===== config.mk =====
export PLATFORM = sky130hd
export DESIGN_NAME = mc_control_fsm
export DESIGN_NICKNAME = d
export VERILOG_FILES = /design/src/rtl/mc_pkg.sv /design/src/rtl/mc_opdecode.sv /design/src/rtl/mc_control_fsm.sv
export SDC_FILE = /design/constraint.sdc
export NUM_CORES = 1
export LEC_CHECK = 0
export CAP_MARGIN = 10
export CORE_MARGIN = 2
export CORE_UTILIZATION = 49
export DETAILED_ROUTE_END_ITERATION = 10
export PLACE_DENSITY = 0.82
export SLEW_MARGIN = 20
export SYNTH_ARGS = -nofsm -noshare
export SYNTH_HDL_FRONTEND = slang
export SYNTH_HIERARCHICAL = 1
export SYNTH_SLANG_ARGS = --single-unit

===== constraint.sdc =====
create_clock -name clk -period 2.55 [get_ports clk]
set_clock_uncertainty 0.2 [all_clocks]
set_input_delay 0.6375 -clock clk [delete_from_list [all_inputs] [get_ports clk]]
set_output_delay 0.6375 -clock clk [all_outputs]
set_load 0.005 [all_outputs]

===== src/rtl/mc_pkg.sv =====
// Shared types and constants for the multi-cycle RV32I control sequencer.
// Imported by mc_opdecode and mc_control_fsm.
package mc_pkg;

  typedef enum logic [3:0] {
    IDLE,
    FETCH,
    DECODE,
    EXEC_R,
    EXEC_I,
    MEM_ADDR,
    MEM_RD,
    MEM_WR,
    WB_ALU,
    WB_LD,
    BRANCH,
    TRAP
  } state_e;

  typedef enum logic [1:0] {
    CLS_R,
    CLS_I,
    CLS_MEM,
    CLS_BR
  } op_class_e;

  localparam logic [6:0] OP_R      = 7'b0110011;
  localparam logic [6:0] OP_I      = 7'b0010011;
  localparam logic [6:0] OP_LOAD   = 7'b0000011;
  localparam logic [6:0] OP_STORE  = 7'b0100011;
  localparam logic [6:0] OP_BRANCH = 7'b1100011;

  localparam logic [1:0] ALU_ADD  = 2'b00;
  localparam logic [1:0] ALU_BR   = 2'b01;
  localparam logic [1:0] ALU_RTYP = 2'b10;
  localparam logic [1:0] ALU_ITYP = 2'b11;

  localparam logic [1:0] CAUSE_NONE = 2'b00;
  localparam logic [1:0] CAUSE_ILL  = 2'b01;
  localparam logic [1:0] CAUSE_IMEM = 2'b10;
  localparam logic [1:0] CAUSE_DMEM = 2'b11;

endpackage


===== src/rtl/mc_opdecode.sv =====
// Opcode classifier used by the sequencer in DECODE.
// Maps the IR opcode to an execution class plus an illegal flag.
module mc_opdecode
  import mc_pkg::*;
(
  input  logic [6:0] opcode,
  output op_class_e  op_class,
  output logic       illegal
);

  // One-hot style match on the supported opcodes
  always_comb begin
    op_class = CLS_R;
    illegal  = 1'b0;
    unique case (1'b1)
      (opcode == OP_R):      op_class = CLS_R;
      (opcode == OP_I):      op_class = CLS_I;
      (opcode == OP_LOAD):   op_class = CLS_MEM;
      (opcode == OP_STORE):  op_class = CLS_MEM;
      (opcode == OP_BRANCH): op_class = CLS_BR;
      default:               illegal  = 1'b1;
    endcase
  end

endmodule


===== src/rtl/mc_control_fsm.sv =====
// Multi-cycle control sequencer for the RV32I ALU/branch datapath.
// Optional retired-instruction counter: define MC_RETIRE_COUNT_EN.
module mc_control_fsm
  import mc_pkg::*;
#(
  parameter int TIMEOUT = 16,
  parameter int CNT_W   = 32
) (
  input  logic       clk,
  input  logic       rst_n,
  input  logic       run,
  input  logic [6:0] opcode,
  input  logic       zero_flag,
  input  logic       imem_ready,
  input  logic       dmem_ready,
  output logic       imem_req,
  output logic       ir_write,
  output logic       pc_write,
  output logic       pc_src,
  output logic [1:0] aluop,
  output logic       alusrc,
  output logic       mem_read,
  output logic       mem_write,
  output logic       reg_write,
  output logic       mem_to_reg,
  output logic       retire,
  output logic       trap,
  output logic [1:0] trap_cause
`ifdef MC_RETIRE_COUNT_EN
  ,
  output logic [CNT_W-1:0] instret
`endif
);

  localparam int WAIT_W =
    (TIMEOUT > 1) ? $clog2(TIMEOUT + 1) : 1;
  localparam logic [WAIT_W-1:0] WAIT_LAST =
    WAIT_W'((TIMEOUT > 0) ? TIMEOUT - 1 : 0);

  state_e            state_q;
  state_e            state_d;
  logic [WAIT_W-1:0] wait_q;
  logic [1:0]        cause_q;
  logic [1:0]        cause_d;
  logic              waiting;
  logic              tmo_hit;
  op_class_e         dec_class;
  logic              dec_ill;
  state_e            ret_next;

  mc_opdecode u_opdecode (
    .opcode   (opcode),
    .op_class (dec_class),
    .illegal  (dec_ill)
  );

  // The 16th consecutive wait cycle is the last one allowed
  assign waiting  = (state_q == FETCH)
                 || (state_q == MEM_RD)
                 || (state_q == MEM_WR);
  assign tmo_hit  = (TIMEOUT != 0) && (wait_q == WAIT_LAST);
  assign ret_next = run ? FETCH : IDLE;

  // State, wait counter and latched trap cause
  always_ff @(posedge clk or negedge rst_n) begin
    if (!rst_n) begin
      state_q <= IDLE;
      wait_q  <= '0;
      cause_q <= CAUSE_NONE;
    end else begin
      state_q <= state_d;
      if (state_d != state_q) begin
        wait_q <= '0;
      end else if (waiting) begin
        wait_q <= wait_q + 1'b1;
      end
      if (state_d == TRAP && state_q != TRAP) begin
        cause_q <= cause_d;
      end
    end
  end

  // Next state and Moore-decoded datapath controls
  always_comb begin
    state_d    = state_q;
    cause_d    = CAUSE_NONE;
    imem_req   = 1'b0;
    ir_write   = 1'b0;
    pc_write   = 1'b0;
    pc_src     = 1'b0;
    aluop      = ALU_ADD;
    alusrc     = 1'b0;
    mem_read   = 1'b0;
    mem_write  = 1'b0;
    reg_write  = 1'b0;
    mem_to_reg = 1'b0;
    retire     = 1'b0;
    trap       = 1'b0;
    unique case (state_q)
      IDLE: begin
        if (run) state_d = FETCH;
      end
      FETCH: begin
        imem_req = 1'b1;
        if (imem_ready) begin
          ir_write = 1'b1;
          pc_write = 1'b1;
          state_d  = DECODE;
        end else if (tmo_hit) begin
          state_d = TRAP;
          cause_d = CAUSE_IMEM;
        end
      end
      DECODE: begin
        if (dec_ill) begin
          state_d = TRAP;
          cause_d = CAUSE_ILL;
        end else begin
          unique case (dec_class)
            CLS_R:   state_d = EXEC_R;
            CLS_I:   state_d = EXEC_I;
            CLS_MEM: state_d = MEM_ADDR;
            default: state_d = BRANCH;
          endcase
        end
      end
      EXEC_R: begin
        aluop   = ALU_RTYP;
        state_d = WB_ALU;
      end
      EXEC_I: begin
        aluop   = ALU_ITYP;
        alusrc  = 1'b1;
        state_d = WB_ALU;
      end
      MEM_ADDR: begin
        alusrc  = 1'b1;
        state_d = opcode[5] ? MEM_WR : MEM_RD;
      end
      MEM_RD: begin
        alusrc   = 1'b1;
        mem_read = 1'b1;
        if (dmem_ready) begin
          state_d = WB_LD;
        end else if (tmo_hit) begin
          state_d = TRAP;
          cause_d = CAUSE_DMEM;
        end
      end
      MEM_WR: begin
        alusrc    = 1'b1;
        mem_write = 1'b1;
        if (dmem_ready) begin
          retire  = 1'b1;
          state_d = ret_next;
        end else if (tmo_hit) begin
          state_d = TRAP;
          cause_d = CAUSE_DMEM;
        end
      end
      WB_ALU: begin
        // opcode still in the IR tells which ALU setup to hold
        aluop     = (opcode == OP_I) ? ALU_ITYP : ALU_RTYP;
        alusrc    = (opcode == OP_I);
        reg_write = 1'b1;
        retire    = 1'b1;
        state_d   = ret_next;
      end
      WB_LD: begin
        reg_write  = 1'b1;
        mem_to_reg = 1'b1;
        retire     = 1'b1;
        state_d    = ret_next;
      end
      BRANCH: begin
        aluop    = ALU_BR;
        pc_src   = 1'b1;
        pc_write = zero_flag;
        retire   = 1'b1;
        state_d  = ret_next;
      end
      TRAP: begin
        trap = 1'b1;
      end
      default: begin
        state_d = IDLE;
      end
    endcase
  end

  assign trap_cause = cause_q;

`ifdef MC_RETIRE_COUNT_EN
  // Retired-instruction count; wraps, and no retires occur in TRAP
  always_ff @(posedge clk or negedge rst_n) begin
    if (!rst_n) begin
      instret <= '0;
    end else if (retire) begin
      instret <= instret + 1'b1;
    end
  end
`endif

endmodule


Word level (Yosys, flattened, before mapping)

Cells that the tools add are included.

$add $sub $neg: 1
Eq/ne operators: 22
Multiplexer cells: 34
Reductions and logical operators: 13

Operators with widths:

| kind                  | count |
|---|---|
| $pmux W4 S9           | 1 |
| $mux W4               | 6 |
| $eq A4 B4 Y1 const B  | 5 |
| $eq A4 B3 Y1 const B  | 4 |
| $eq A7 B6 Y1 const B  | 2 |
| $mux W1               | 14 |
| $pmux W2 S3           | 2 |
| $pmux W4 S3           | 1 |
| $mux W5               | 2 |
| $eq A4 B2 Y1 const B  | 2 |
| $mux W2               | 4 |
| $pmux W2 S4           | 1 |
| $reduce_or A2 Y1      | 4 |
| $eq A7 B2 Y1 const B  | 1 |
| $eq A7 B5 Y1 const B  | 1 |
| $eq A7 B7 Y1 const B  | 1 |
| $pmux W1 S2           | 3 |
| $add A5 B1 Y5 const B | 1 |
| $eq A5 B4 Y1 const B  | 1 |
| $reduce_or A5 Y1      | 1 |
| $eq A4 B1 Y1 const B  | 1 |
| $logic_not A4 Y1      | 1 |
| $ne A4 B4 Y1          | 1 |
| $ne A4 B4 Y1 const B  | 1 |
| other kinds (8)       | 9 |

Register bits: 11
Input bits: 13
Output and inout port bits: 15
Word-level logic and storage cells: 73

Longest topological paths before layout

Gate-level depths: netlist of run 1.

Depth after elaboration: 9
Depth in mapped cells: 9
Mapped depth without buffers: 9

Hierarchy

The synthesis of run 1 kept the hierarchy.

By module, submodules not included:

| module         | times used | cells each | area an instance (um^2) | seq. area each (um^2) |
|---|---|---|---|---|
| mc_control_fsm | 1          | 134        | 1088.5                  | 275.3 |
| mc_opdecode    | 1          | 8          | 62.6                    | 0.0 |

Least setup slack after synthesis of run 1

Ideal clock, no wire load.

Kind: input to register
Start: input port opcode[5]
End: register cause_q[0] (netlist: trap_cause[0])
Library setup time: 0.131 ns
Data arrival time: 2.411 ns
Required time: 2.219 ns
Setup slack: -0.191 ns
Cell stages on the path: 9
Buffers on the path: 0
Cell sequence: or3b_1 a21oi_2 inv_1 ha_1 nor2b_1 a22o_1 a32o_1 and4b_1 o22ai_2

Cells in the longest elaborated chain, start to end: 9
Elaborated cells on any way between the ends: 19
Those cells by class: eq/ne: 8; mux: 7; reduce/logical: 4

Ends and longest elaborated chain:

| element                                             | line                                 | RTL |
|---|---|---|
| from (decl)                                         | mc_control_fsm.sv:12                 | `input logic [6:0] opcode,` |
| $eq A7 B6 Y1 / $eq A7 B2 Y1 (equally long branches) | mc_opdecode.sv:19, mc_opdecode.sv:18 |  |
| $reduce_or A2 Y1 (no source line)                   | --                                   |  |
| $pmux W2 S3 *                                       | mc_opdecode.sv:15                    | `unique case (1'b1)` |
| via dec_class[0]                                    | mc_control_fsm.sv:47                 | `op_class_e dec_class;` |
| $eq A2 B2 Y1 (tied with other cells)                | mc_control_fsm.sv:119                | `unique case (dec_class)` |
| $pmux W4 S3 *                                       | mc_control_fsm.sv:119                |  |
| $mux W4 *                                           | mc_control_fsm.sv:115                | `if (dec_ill) begin` |
| $pmux W4 S9 *                                       | mc_control_fsm.sv:99                 | `unique case (state_q)` |
| $eq A4 B4 Y1 *                                      | mc_control_fsm.sv:77                 | `if (state_d == TRAP && state_q != TRAP) begin` |
| $logic_and A1 B1 Y1 *                               | mc_control_fsm.sv:77                 |  |
| to (signal assigned)                                | mc_control_fsm.sv:78                 | `cause_q <= cause_d;` |
| to (decl)                                           | mc_control_fsm.sv:43                 | `logic [1:0] cause_q;` |

The timed path passes the listed nets; every way through them passes the cells marked *.
A chain may end at the register's enable or synchronous reset.

Worst setup path after layout of run 1

Start: input port opcode[6]
End: output port alusrc

Cells in the longest elaborated chain, start to end: 2

Ends and longest elaborated chain:

| element      | line                  | RTL |
|---|---|---|
| $eq A7 B5 Y1 | mc_control_fsm.sv:164 | `alusrc = (opcode == OP_I);` |
| $pmux W1 S2  | mc_control_fsm.sv:99  |  |
| to (decl)    | mc_control_fsm.sv:21  | `output logic alusrc,` |

No other way between the ends.

==> results of run 1 <==
## worst max-delay path by stage
stage / start / to / slack, ns / depth (start not counted)
finish: opcode[6] / alusrc / -0.02 / 8
floorplan: opcode[6] / trap_cause[0] / -0.18 / 9
global placement: opcode[4] / trap_cause[0] / -0.64 / 10
CTS: opcode[6] / aluop[0] / -0.003 / 9
global route: opcode[6] / alusrc / -0.1 / 8
detailed placement: opcode[4] / wait_q[2] / -0.72 / 10
## worst min-delay path, delay by kind of cell (launching register included)
| kind | cells | cell delay [ns] |
|---|---|---|
| compound gates | 1 | 0.06 |
| buf+inv | 1 | 0.06 |
| flops | 1 | 0.38 |
## sequential cells by signal (all words and copies together) (netlist names)
| name | count |
|---|---|
| state_q | 4 |
| trap_cause | 2 |
| wait_q | 5 |
## cell type report
type,count,area [um2]
multi-input cells,115,908
repair buffers,60,510
fillers,136,425
flip-flops and latches,11,280
well taps,28,35.0
clock buffers,4,26.3
inverters,7,26.3
## routing by layer
| metal | global-route usage | wire length (um) | up-vias | part of all wire |
|---|---|---|---|---|
| li1 | - | - | 628 | - |
| met4 | 0.0983 | 88 | 0 | 0.024 |
| met3 | 0.0543 | 141 | 9 | 0.038 |
| met2 | 0.471 | 1930 | 49 | 0.52 |
| met5 | 0 | 0 | - | 0 |
| met1 | 0.351 | 1580 | 646 | 0.42 |
## stage by stage
step / power (W) / instances / cell area, um2 / setup WS [ns]
3_3_place_gp: 0.00113 / 209 / 1560 / -0.644
2_1_floorplan: 0.000839 / 142 / 1160 / -0.177
4_1_cts: 0.00132 / 222 / 1710 / -0.00307
5_1_grt: 0.00152 / 225 / 1790 / -0.0992
6_report: 0.00143 / 225 / 1790 / -0.0222
3_5_place_dp: 0.00115 / 209 / 1560 / -0.718
## kinds of logic (layout without fill, tap and decap cells)
group,count (synthesis),in the layout,synth area share
buf+inv,16,71,0.0793
flops,11,11,0.239
xor+xnor,3,3,0.0228
compound gates,27,27,0.187
mux,2,2,0.0174
simple gates,79,79,0.411
fa+ha+maj,4,4,0.0435
## repair_timing
item                                    CTS  global route
pin swaps                                10            11
endpoints found under the setup margin   18            10
buffers inserted                         10             4
cloned                                    0             0
resized for setup                        55            26
## power by group through the flow
| stage | registers (W) | clock network (W) | logic [W] |
|---|---|---|---|
| final | 0.000296 | 0.000117 | 0.00101 |
| after global placement | 0.000293 | 0 | 0.000837 |
| after detailed placement | 0.000295 | 0 | 0.000857 |
| after global routing | 0.000303 | 0.000124 | 0.00110 |
| after floorplan | 0.000261 | 0 | 0.000578 |
| after CTS | 0.000291 | 0.000117 | 0.000913 |
## layout by cell type, fill, tap and decap left out, types with 5 or more instances in the layout
cell and instances:
buf_4 28, nor3_1 11, clkdlybuf4s50_1 11, nor2_1 10, nand2b_1 9, nand2_1 7, buf_6 7, dfrtp_1 7
nand3b_1 5, dlygate4sd2_1 5
==> results.toml, run 1 <==
[run_status]
status = "complete, but fails checks"
violations = "setup timing"

[cts]
clkLatencyLatePin_ns = 0.26
cts.clk_slew.worst_paths_ns = 0.07
cts.sinks = 11
cts.path.max_buffers = 2
holdBufCountCts = 0
root_buffer = "clkbuf_4"
cts_htree_levels = 1
cts_buffers = 3
cts_tree = "done"

[synthesis]
synth_common_cells = "nor3_1, nor2_1, dfrtp_1, nand2b_1, nand2_1"
seq_area_frac_synth = 0.239
synthDistinctLibCells = 53
yosys_register_bits = 11
syn_area_um2 = 1150
synth_area_leaders = "dfrtp_1, nor3_1, nand2b_1, ha_1, nor2_1"
syn-num-nets = 159
synthCells = 142
synth_top_cell_area_share = 0.239
synth_top_cell_by_area = "dfrtp_1"
synth.most_common_cell = "nor3_1"
synth_ff_type = "dfrtp_1"
ys_warn_count = 6
async_flop_share = 1.00
synth_edf_count = 0
avgSynthCellArea_um2 = 8.11

[layout]
fin_nets = 215
syn2layout_area_growth_pct = 55.2
layout-drive-gt1-share = 0.386
n_antenna_cell = 0
utilization = 0.808

[drt]
drtAntennaViolNets = 0
drc = 0
vias_per_cell = 5.92
routed_wl_um = 3740
num_vias = 1332
avgRoutedWirePerCell_um = 16.6
first_pass_iters = 4
dr.first_iter.drc_count = 40

[timing]
fin_crit_sh = 1.01
setup_viol = 1
slew_viol_final = 0
rsz0062_at_grt = "true"
holdWs_ns = 0.342
period_needed_ns = 2.57
fmax_mhz = 389
hold_violations = 0
slew-limit-headroom = 0.667
worst_pin_slew_ns = 0.498
fin_ws_ns = -0.0222
final.setup.tns_ns = -0.0222

[global_routing]
gr-total-overflow = 0
antenna_found_initial = 0
grt_pass1_vias = 1314
grt_pass1_wl_um = 5850
grt_use_total = 0.279
grt_max_degree = 17

[critical_path]
cpPeakStageDelay_ns = 0.29
path_cells = "buf_6 > buf_6 > nand4b_1 > nor4_1 > nand2_1 > buf_4 > nand2_2 > buf_2"
path_class = "in2out"
cpMostUsedCell = "buf_6"
crit_fanout = 3
end_kind = "output pin"
r2r-start = "wait_q[0]"
r2r_end = "trap_cause[0]"
crit_slowest_cell = "nor4_1"
path_delay_family = "simple AND/OR/NAND/NOR gates"
critPathBufInv = 4
r2r_slack_ns = 0.08
crit_required_ns = 1.71
worstSetupStartpointType = "input port"
worstPathArrival_ns = 1.73
r2r_cells = 7

[min_path]
holdCritStartpoint = "trap_cause[1]"
hold_path_end = "trap_cause[1]"
hold_depth = 2
hold_class = "reg2reg"

[die]
fp.dieW_um = 52.5
io_pins = 28
coreArea_um2 = 2210
die_h_um = 52.5
rows = 17
fp.dieArea_um2 = 2750
start_util = 0.520

[place]
port_buffers = 27
dpl.hpwl_um = 2390
gp_congestion = 0.923

[power_and_ir_drop]
p_switching_w = 0.000618
p_per_area_nw_per_um2 = 798
seq_power_share = 0.207
power_frac_comb = 0.711
p_leak_nw = 0.804
netSwitchingFraction = 0.433
p_int_w = 0.000809
clock_power_share = 0.082
ir_worst_vdd_mv = 0.593

[flow_run]
cap_violations = 0
(Power assumes the default switching activity.)
==> run 2: changes to the inputs <==
- CTS_CLUSTER_DIAMETER: default -> 50
- SLEW_MARGIN: 20 -> 30
==> results of run 2 <==
No change in the layout: final DEF, timing and power equal those of run 1.
